**src/rtl/spi_bus_sequencer.sv**
```systemverilog
// Bus-master front end for the SPI core: loads a command frame into core memory,
// runs one transfer, polls DONE and streams the captured bytes back out.
module spi_bus_sequencer #(
  parameter int          ABUSWIDTH = 16,
  parameter int unsigned BASEADDR  = 0,
  parameter int          MEM_BYTES = 16,
  parameter int          POLL_GAP  = 4,
  parameter int          TIMEOUT   = 1000000
) (
  input  logic                 BUS_CLK,
  input  logic                 RST,
  input  logic [7:0]           CMD_DATA,
  input  logic                 CMD_VALID,
  input  logic                 CMD_LAST,
  output logic                 CMD_READY,
  output logic [7:0]           RSP_DATA,
  output logic                 RSP_VALID,
  output logic                 RSP_LAST,
  input  logic                 RSP_READY,
  output logic [ABUSWIDTH-1:0] M_ADD,
  output logic [7:0]           M_DATA_OUT,
  output logic                 M_WR,
  output logic                 M_RD,
  input  logic [7:0]           M_DATA_IN,
  input  logic                 CLR_ERR,
  output logic                 BUSY,
  output logic                 ERR_OVF,
  output logic                 ERR_TIMEOUT
);
  // IDLE: wait for frame | LOAD/DRAIN: accept bytes | CFG_LO/CFG_HI/START: program core
  // POLL_WAIT/POLL_RD/POLL_CHK: wait for DONE | RD_ISSUE/RD_CAP/RD_PUSH: stream response
  localparam logic [3:0] S_IDLE      = 4'd0;
  localparam logic [3:0] S_LOAD      = 4'd1;
  localparam logic [3:0] S_DRAIN     = 4'd2;
  localparam logic [3:0] S_CFG_LO    = 4'd3;
  localparam logic [3:0] S_CFG_HI    = 4'd4;
  localparam logic [3:0] S_START     = 4'd5;
  localparam logic [3:0] S_POLL_WAIT = 4'd6;
  localparam logic [3:0] S_POLL_RD   = 4'd7;
  localparam logic [3:0] S_POLL_CHK  = 4'd8;
  localparam logic [3:0] S_RD_ISSUE  = 4'd9;
  localparam logic [3:0] S_RD_CAP    = 4'd10;
  localparam logic [3:0] S_RD_PUSH   = 4'd11;

  localparam int NW = $clog2(MEM_BYTES + 1);
  localparam int TW = $clog2(TIMEOUT + 1);
  localparam int GW = $clog2(POLL_GAP + 1);
  localparam logic [NW-1:0] N_MAX    = NW'(MEM_BYTES);
  localparam logic [TW-1:0] TMO_LOAD = TW'(TIMEOUT - 1);
  localparam logic [GW-1:0] GAP_LOAD = GW'(POLL_GAP - 1);

  localparam logic [ABUSWIDTH-1:0] BASE    = ABUSWIDTH'(BASEADDR);
  localparam logic [ABUSWIDTH-1:0] A_CTRL  = BASE + ABUSWIDTH'(1);
  localparam logic [ABUSWIDTH-1:0] A_BC_LO = BASE + ABUSWIDTH'(3);
  localparam logic [ABUSWIDTH-1:0] A_BC_HI = BASE + ABUSWIDTH'(4);
  localparam logic [ABUSWIDTH-1:0] A_OUT   = BASE + ABUSWIDTH'(16);
  localparam logic [ABUSWIDTH-1:0] A_IN    = BASE + ABUSWIDTH'(16 + MEM_BYTES);

  logic [3:0]           state, state_nxt;
  logic [NW-1:0]        n, n_nxt, n_inc;
  logic [NW-1:0]        j, j_nxt, j_inc;
  logic [TW-1:0]        tmo, tmo_nxt;
  logic [GW-1:0]        gap, gap_nxt;
  logic [ABUSWIDTH-1:0] add_nxt;
  logic [7:0]           dout_nxt, rdat_nxt;
  logic                 wr_nxt, rd_nxt, rvld_nxt, rlast_nxt;
  logic                 ovf_set, tmo_set, tmo_hit;
  logic [15:0]          bitcnt;

  assign n_inc   = n + 1'b1;
  assign j_inc   = j + 1'b1;
  assign tmo_hit = (tmo == '0);
  assign bitcnt  = 16'({n, 3'b000});

  always_comb begin
    state_nxt = state;
    n_nxt     = n;
    j_nxt     = j;
    tmo_nxt   = tmo;
    gap_nxt   = gap;
    add_nxt   = M_ADD;
    dout_nxt  = M_DATA_OUT;
    wr_nxt    = 1'b0;
    rd_nxt    = 1'b0;
    rdat_nxt  = RSP_DATA;
    rvld_nxt  = RSP_VALID;
    rlast_nxt = RSP_LAST;
    ovf_set   = 1'b0;
    tmo_set   = 1'b0;
    case (state)
      S_IDLE: begin
        if (CMD_VALID) begin
          state_nxt = S_LOAD;
          n_nxt     = '0;
        end
      end
      S_LOAD: begin
        if (CMD_VALID) begin
          wr_nxt   = 1'b1;
          add_nxt  = A_OUT + ABUSWIDTH'(n);
          dout_nxt = CMD_DATA;
          n_nxt    = n_inc;
          if (CMD_LAST) begin
            state_nxt = S_CFG_LO;
          end else if (n_inc == N_MAX) begin
            state_nxt = S_DRAIN;
            ovf_set   = 1'b1;
          end
        end
      end
      S_DRAIN: begin
        if (CMD_VALID && CMD_LAST) state_nxt = S_IDLE;
      end
      S_CFG_LO: begin
        wr_nxt    = 1'b1;
        add_nxt   = A_BC_LO;
        dout_nxt  = bitcnt[7:0];
        state_nxt = S_CFG_HI;
      end
      S_CFG_HI: begin
        wr_nxt    = 1'b1;
        add_nxt   = A_BC_HI;
        dout_nxt  = bitcnt[15:8];
        state_nxt = S_START;
      end
      S_START: begin
        wr_nxt    = 1'b1;
        add_nxt   = A_CTRL;
        dout_nxt  = 8'h01;
        tmo_nxt   = TMO_LOAD;
        gap_nxt   = GAP_LOAD;
        state_nxt = S_POLL_WAIT;
      end
      S_POLL_WAIT: begin
        if (tmo_hit) begin
          tmo_set   = 1'b1;
          state_nxt = S_IDLE;
        end else begin
          tmo_nxt = tmo - 1'b1;
          if (gap == '0) begin
            rd_nxt    = 1'b1;
            add_nxt   = A_CTRL;
            state_nxt = S_POLL_RD;
          end else begin
            gap_nxt = gap - 1'b1;
          end
        end
      end
      S_POLL_RD: begin
        if (tmo_hit) begin
          tmo_set   = 1'b1;
          state_nxt = S_IDLE;
        end else begin
          tmo_nxt   = tmo - 1'b1;
          state_nxt = S_POLL_CHK;
        end
      end
      S_POLL_CHK: begin
        if (tmo_hit) begin
          tmo_set   = 1'b1;
          state_nxt = S_IDLE;
        end else if (M_DATA_IN[0]) begin
          j_nxt     = '0;
          rd_nxt    = 1'b1;
          add_nxt   = A_IN;
          state_nxt = S_RD_ISSUE;
        end else begin
          tmo_nxt   = tmo - 1'b1;
          gap_nxt   = GAP_LOAD;
          state_nxt = S_POLL_WAIT;
        end
      end
      // read strobes are raised on entry so the data cycle lines up with RD_CAP/POLL_CHK
      S_RD_ISSUE: state_nxt = S_RD_CAP;
      S_RD_CAP: begin
        rdat_nxt  = M_DATA_IN;
        rvld_nxt  = 1'b1;
        rlast_nxt = (j_inc == n);
        state_nxt = S_RD_PUSH;
      end
      S_RD_PUSH: begin
        if (RSP_READY) begin
          rvld_nxt  = 1'b0;
          rlast_nxt = 1'b0;
          j_nxt     = j_inc;
          if (RSP_LAST) begin
            state_nxt = S_IDLE;
          end else begin
            rd_nxt    = 1'b1;
            add_nxt   = A_IN + ABUSWIDTH'(j_inc);
            state_nxt = S_RD_ISSUE;
          end
        end
      end
      default: state_nxt = S_IDLE;
    endcase
  end

  always_ff @(posedge BUS_CLK) begin
    if (RST) begin
      state       <= S_IDLE;
      n           <= '0;
      j           <= '0;
      tmo         <= '0;
      gap         <= '0;
      M_ADD       <= '0;
      M_DATA_OUT  <= '0;
      M_WR        <= 1'b0;
      M_RD        <= 1'b0;
      CMD_READY   <= 1'b0;
      RSP_DATA    <= '0;
      RSP_VALID   <= 1'b0;
      RSP_LAST    <= 1'b0;
      BUSY        <= 1'b0;
      ERR_OVF     <= 1'b0;
      ERR_TIMEOUT <= 1'b0;
    end else begin
      state      <= state_nxt;
      n          <= n_nxt;
      j          <= j_nxt;
      tmo        <= tmo_nxt;
      gap        <= gap_nxt;
      M_ADD      <= add_nxt;
      M_DATA_OUT <= dout_nxt;
      M_WR       <= wr_nxt;
      M_RD       <= rd_nxt;
      CMD_READY  <= (state_nxt == S_LOAD) || (state_nxt == S_DRAIN);
      RSP_DATA   <= rdat_nxt;
      RSP_VALID  <= rvld_nxt;
      RSP_LAST   <= rlast_nxt;
      BUSY       <= (state_nxt != S_IDLE);
      if (ovf_set)      ERR_OVF <= 1'b1;
      else if (CLR_ERR) ERR_OVF <= 1'b0;
      if (tmo_set)      ERR_TIMEOUT <= 1'b1;
      else if (CLR_ERR) ERR_TIMEOUT <= 1'b0;
    end
  end
endmodule

```
**config.mk**
```make
export PLATFORM = sky130hd
export DESIGN_NAME = spi_bus_sequencer
export DESIGN_NICKNAME = d
export VERILOG_FILES = /design/src/rtl/spi_bus_sequencer.sv
export SDC_FILE = /design/constraint.sdc
export NUM_CORES = 1
export LEC_CHECK = 0
export CORE_UTILIZATION = 53
export DETAILED_ROUTE_END_ITERATION = 12
export PLACE_DENSITY = 0.8
export SLEW_MARGIN = 25
export SYNTH_ARGS = -nofsm -noshare
export SYNTH_HDL_FRONTEND = slang
export SYNTH_SLANG_ARGS = --single-unit
```
**constraint.sdc**
```tcl
create_clock -name BUS_CLK -period 2.67 [get_ports BUS_CLK]
set_clock_uncertainty 0.05 [all_clocks]
set_input_delay 0.267 -clock BUS_CLK [delete_from_list [all_inputs] [get_ports BUS_CLK]]
set_output_delay 0.267 -clock BUS_CLK [all_outputs]
set_load 0.05 [all_outputs]
```
==> summary.md <==
| Metric | Value |
|---|---|
| Status | `finished with violations` |
| Failing checks | `design-rule violations` |
| Buf/Inv on CP | `0` |
| Antenna viol nets, final | `0` |
| Tmin final | `2.49 ns` |
| CTS clk-pin slew, worst paths | `0.07 ns` |
| Worst-path maximum fanout | `24` |
| Clock sinks | `67` |
| Final Max Tran Viols | `0` |
| Layout area overhead | `19.1%` |
| Post-CTS Setup Inserts | `0` |
| Initial antenna violation count | `0` |
| Delay-heaviest family, CP | `simple AND/OR/NAND/NOR gates` |
| Grt met1 use | `0.334` |
| Largest net degree at the start of global routing | `40` |
| Leakage | `0.00158 uW` |
| Starting DRC count in detailed routing | `279` |
| DRC Markers | `6` |
| Core Region | `6490 sq um` |
| Clock Latency Late Sink | `0.35 ns` |
| Slew margin rel. | `0.471` |
| CP max stage cell | `or4b_4` |
| Clock root cell | `clkbuf_8` |
| Most frequent cells in the layout | `dfxtp_1, nor2_1, clkdlybuf4s50_1, a21oi_1, nand2_1` |
| Post-Syn Area | `3630 sq um` |
| GRT Total Usage | `0.254` |
| GR Util met3 | `0.0486` |
| Layout cells sized above 1 | `0.0880` |
| Netlist cell types | `61` |
| Vias/cell | `5.96` |
| DP Area | `4160 sq um` |
| Vias in the first global route | `3195` |
| Prevailing post-synth register cell | `dfxtp_1` |
| Die ar. | `7190 sq um` |
| Final Cell Area | `4330 sq um` |
| Synthesized flop and latch total | `67` |
| Seq/Total Area, Yosys | `0.369` |
| Synthesized area per cell | `8.08 sq um` |
| Drt pass-1 iters | `10` |
| MaxCap Viol Count | `0` |
| Post-Route WL | `8710 um` |
| GR Overflow Total | `0` |
| Leading area contributor after synthesis | `dfxtp_1` |
| Max VDD drop | `0.339 mV` |
| PwrDens | `552 nW/um^2` |
| Layout net count | `522` |
| Die Y | `84.8 um` |
| # fillers | `570` |
| Port Buffer Count | `51` |
| Max Clk Rate | `401 MHz` |
| Post-CTS Hold Buffers | `0` |
| Via count | `3439` |
| FF+latch area | `1340 sq um` |
| Critical path class | `flop to flop` |
| Critical-path cell list | `or4b_4 > o21ai_0 > nand4_1 > nand3b_1 > xor2_1 > a21oi_1` |
| Mapped Cells | `450` |
| Number of diodes | `0` |
| H-Tree Depth | `3` |
| CP Capture Type | `flop` |
| Crit share post-route | `0.933` |
| Critical Path RT | `2.85 ns` |
| DR WL/cell | `15.1 um` |
| Starting density of the core | `0.560` |
| CTS tree | `yes` |
| Most Crowded Layer GR | `met2` |
| WP data arrival | `2.67 ns` |
| Die width | `84.8 um` |
| Pre-CTS setup slack | `0.256 ns` |
| Synth area leaders | `dfxtp_1, a21oi_1, nor2_1` |
| RD Place Congestion | `0.865` |
| Row count | `29` |
| Maximum clock insertion buffer count | `2` |
| First-pass GRT wire length | `14700 um` |
| Total CTS buffers | `9` |
| Worst Slack Setup Final | `0.178 ns` |
| Worst slew pin tran | `0.793 ns` |
| Worst setup SP type | `flop` |
| Area of the multi-input gates | `2090 sq um` |
| Post-CTS resize count | `0` |
| Number of synthesized flops with an enable pin | `0` |
| Yosys warnings | `0` |
| Ports | `62` |
| Top cell type's share of synthesized area | `0.369` |
| Post-DP HPWL | `6120 um` |
| Async set-or-reset flop fraction in the synthesized netlist | `0` |
| GR Layer Usage met2 | `0.410` |
| Final hold violation count | `0` |
| Unrepaired setup endpoints after global routing | `false` |
| Most common cell after layout, fill and taps aside | `dfxtp_1` |
| Worst Hold Class | `flop to flop` |
| Setup-failing EPs final | `0` |
| CP max stage delay | `0.64 ns` |
| TNS Setup | `0 ns` |
-- cell families after synthesis --
family,after synthesis,synth area share
xor gates and xnor gates,26,0.0627
and+or+nand+nor,175,0.245
buffers and inverters,49,0.0664
AOI/OAI and AO/OA,122,0.224
other,1,0.00103
muxes,5,0.0141
adders and majority gates,5,0.0172
DFF,67,0.369
-- cell usage after synthesis (3+ instances only) --
library cell,count
dfxtp_1,67
nor2_1,54
a21oi_1,44
nand2_1,40
o21ai_0,19
xor2_1,19
nand3_1,15
clkbuf_1,13
nor3_1,13
buf_4,12
inv_1,11
buf_2,10
a211oi_1,9
nor2b_1,8
nand2b_1,7
xnor2_1,7
a22o_1,6
a22oi_1,6
ha_1,5
o31ai_1,5
a311oi_1,4
a31oi_1,4
mux2i_1,4
nand3b_1,4
nand4_1,4
nand4b_1,4
nor4_1,4
and2_1,3
buf_1,3
o211a_1,3
o41ai_1,3
-- layer usage --
| metal | share of wire | up-vias |
|---|---|---|
| li1 | - | 1687 |
| met1 | 0.46 | 1609 |
| met2 | 0.46 | 125 |
| met3 | 0.059 | 18 |
| met4 | 0.021 | 0 |
| met5 | 0 | - |
-- worst reg2reg max path, cell delays in order, from the launching register on --
cell	delay (ns)
dfxtp_1	0.56
or4b_4	0.65
o21ai_0	0.22
nand4_1	0.41
nand3b_1	0.24
xor2_1	0.16
a21oi_1	0.08
-- area by class of cell --
class                      count  share of cell area
clock buffer                   9              0.0286
clock inverter                 7              0.0104
inverter                      11             0.00954
multi-input combinational    343               0.482
sequential                    67               0.310
tap                           77              0.0223
timing repair buffer          63               0.138
-- sequential cells by signal, summed over array words and instances, names as in the netlist --
signal,flops
tmo,20
CMD_READY,1
ERR_OVF,1
M_WR,1
ERR_TIMEOUT,1
M_ADD,6
gap,3
BUSY,1
M_DATA_OUT,8
RSP_LAST,1
M_RD,1
n,5
j,5
RSP_VALID,1
state,4
RSP_DATA,8
-- worst paths after layout --
path,startpoint,end,slack [ns],cells after the start
max,state[1],tmo[17],0.18,6
min,RSP_DATA[2],RSP_DATA[2],0.41,2
max reg2reg,state[1],tmo[17],0.18,6
min reg2reg,RSP_DATA[2],RSP_DATA[2],0.41,2
-- where the power goes --
group          internal, uW  switching (uW)  leakage, uW
combinational           203             363     0.000945
sequential             1040            48.6     0.000542
clock                   332             400    0.0000887
total                  1580             812      0.00158
-- metrics by stage --
stage / total power (uW) / hold WS [ns] / util / instances
2_1_floorplan: 1520 / 0.353 / - / 459
3_3_place_gp: 1660 / 0.392 / 0.641 / 561
3_5_place_dp: 1670 / 0.403 / 0.641 / 561
4_1_cts: 2400 / 0.405 / 0.667 / 577
5_1_grt: 2500 / 0.419 / 0.667 / 577
6_report: 2390 / 0.409 / 0.667 / 577
No activity file was read; power rests on OpenSTA's default activity.
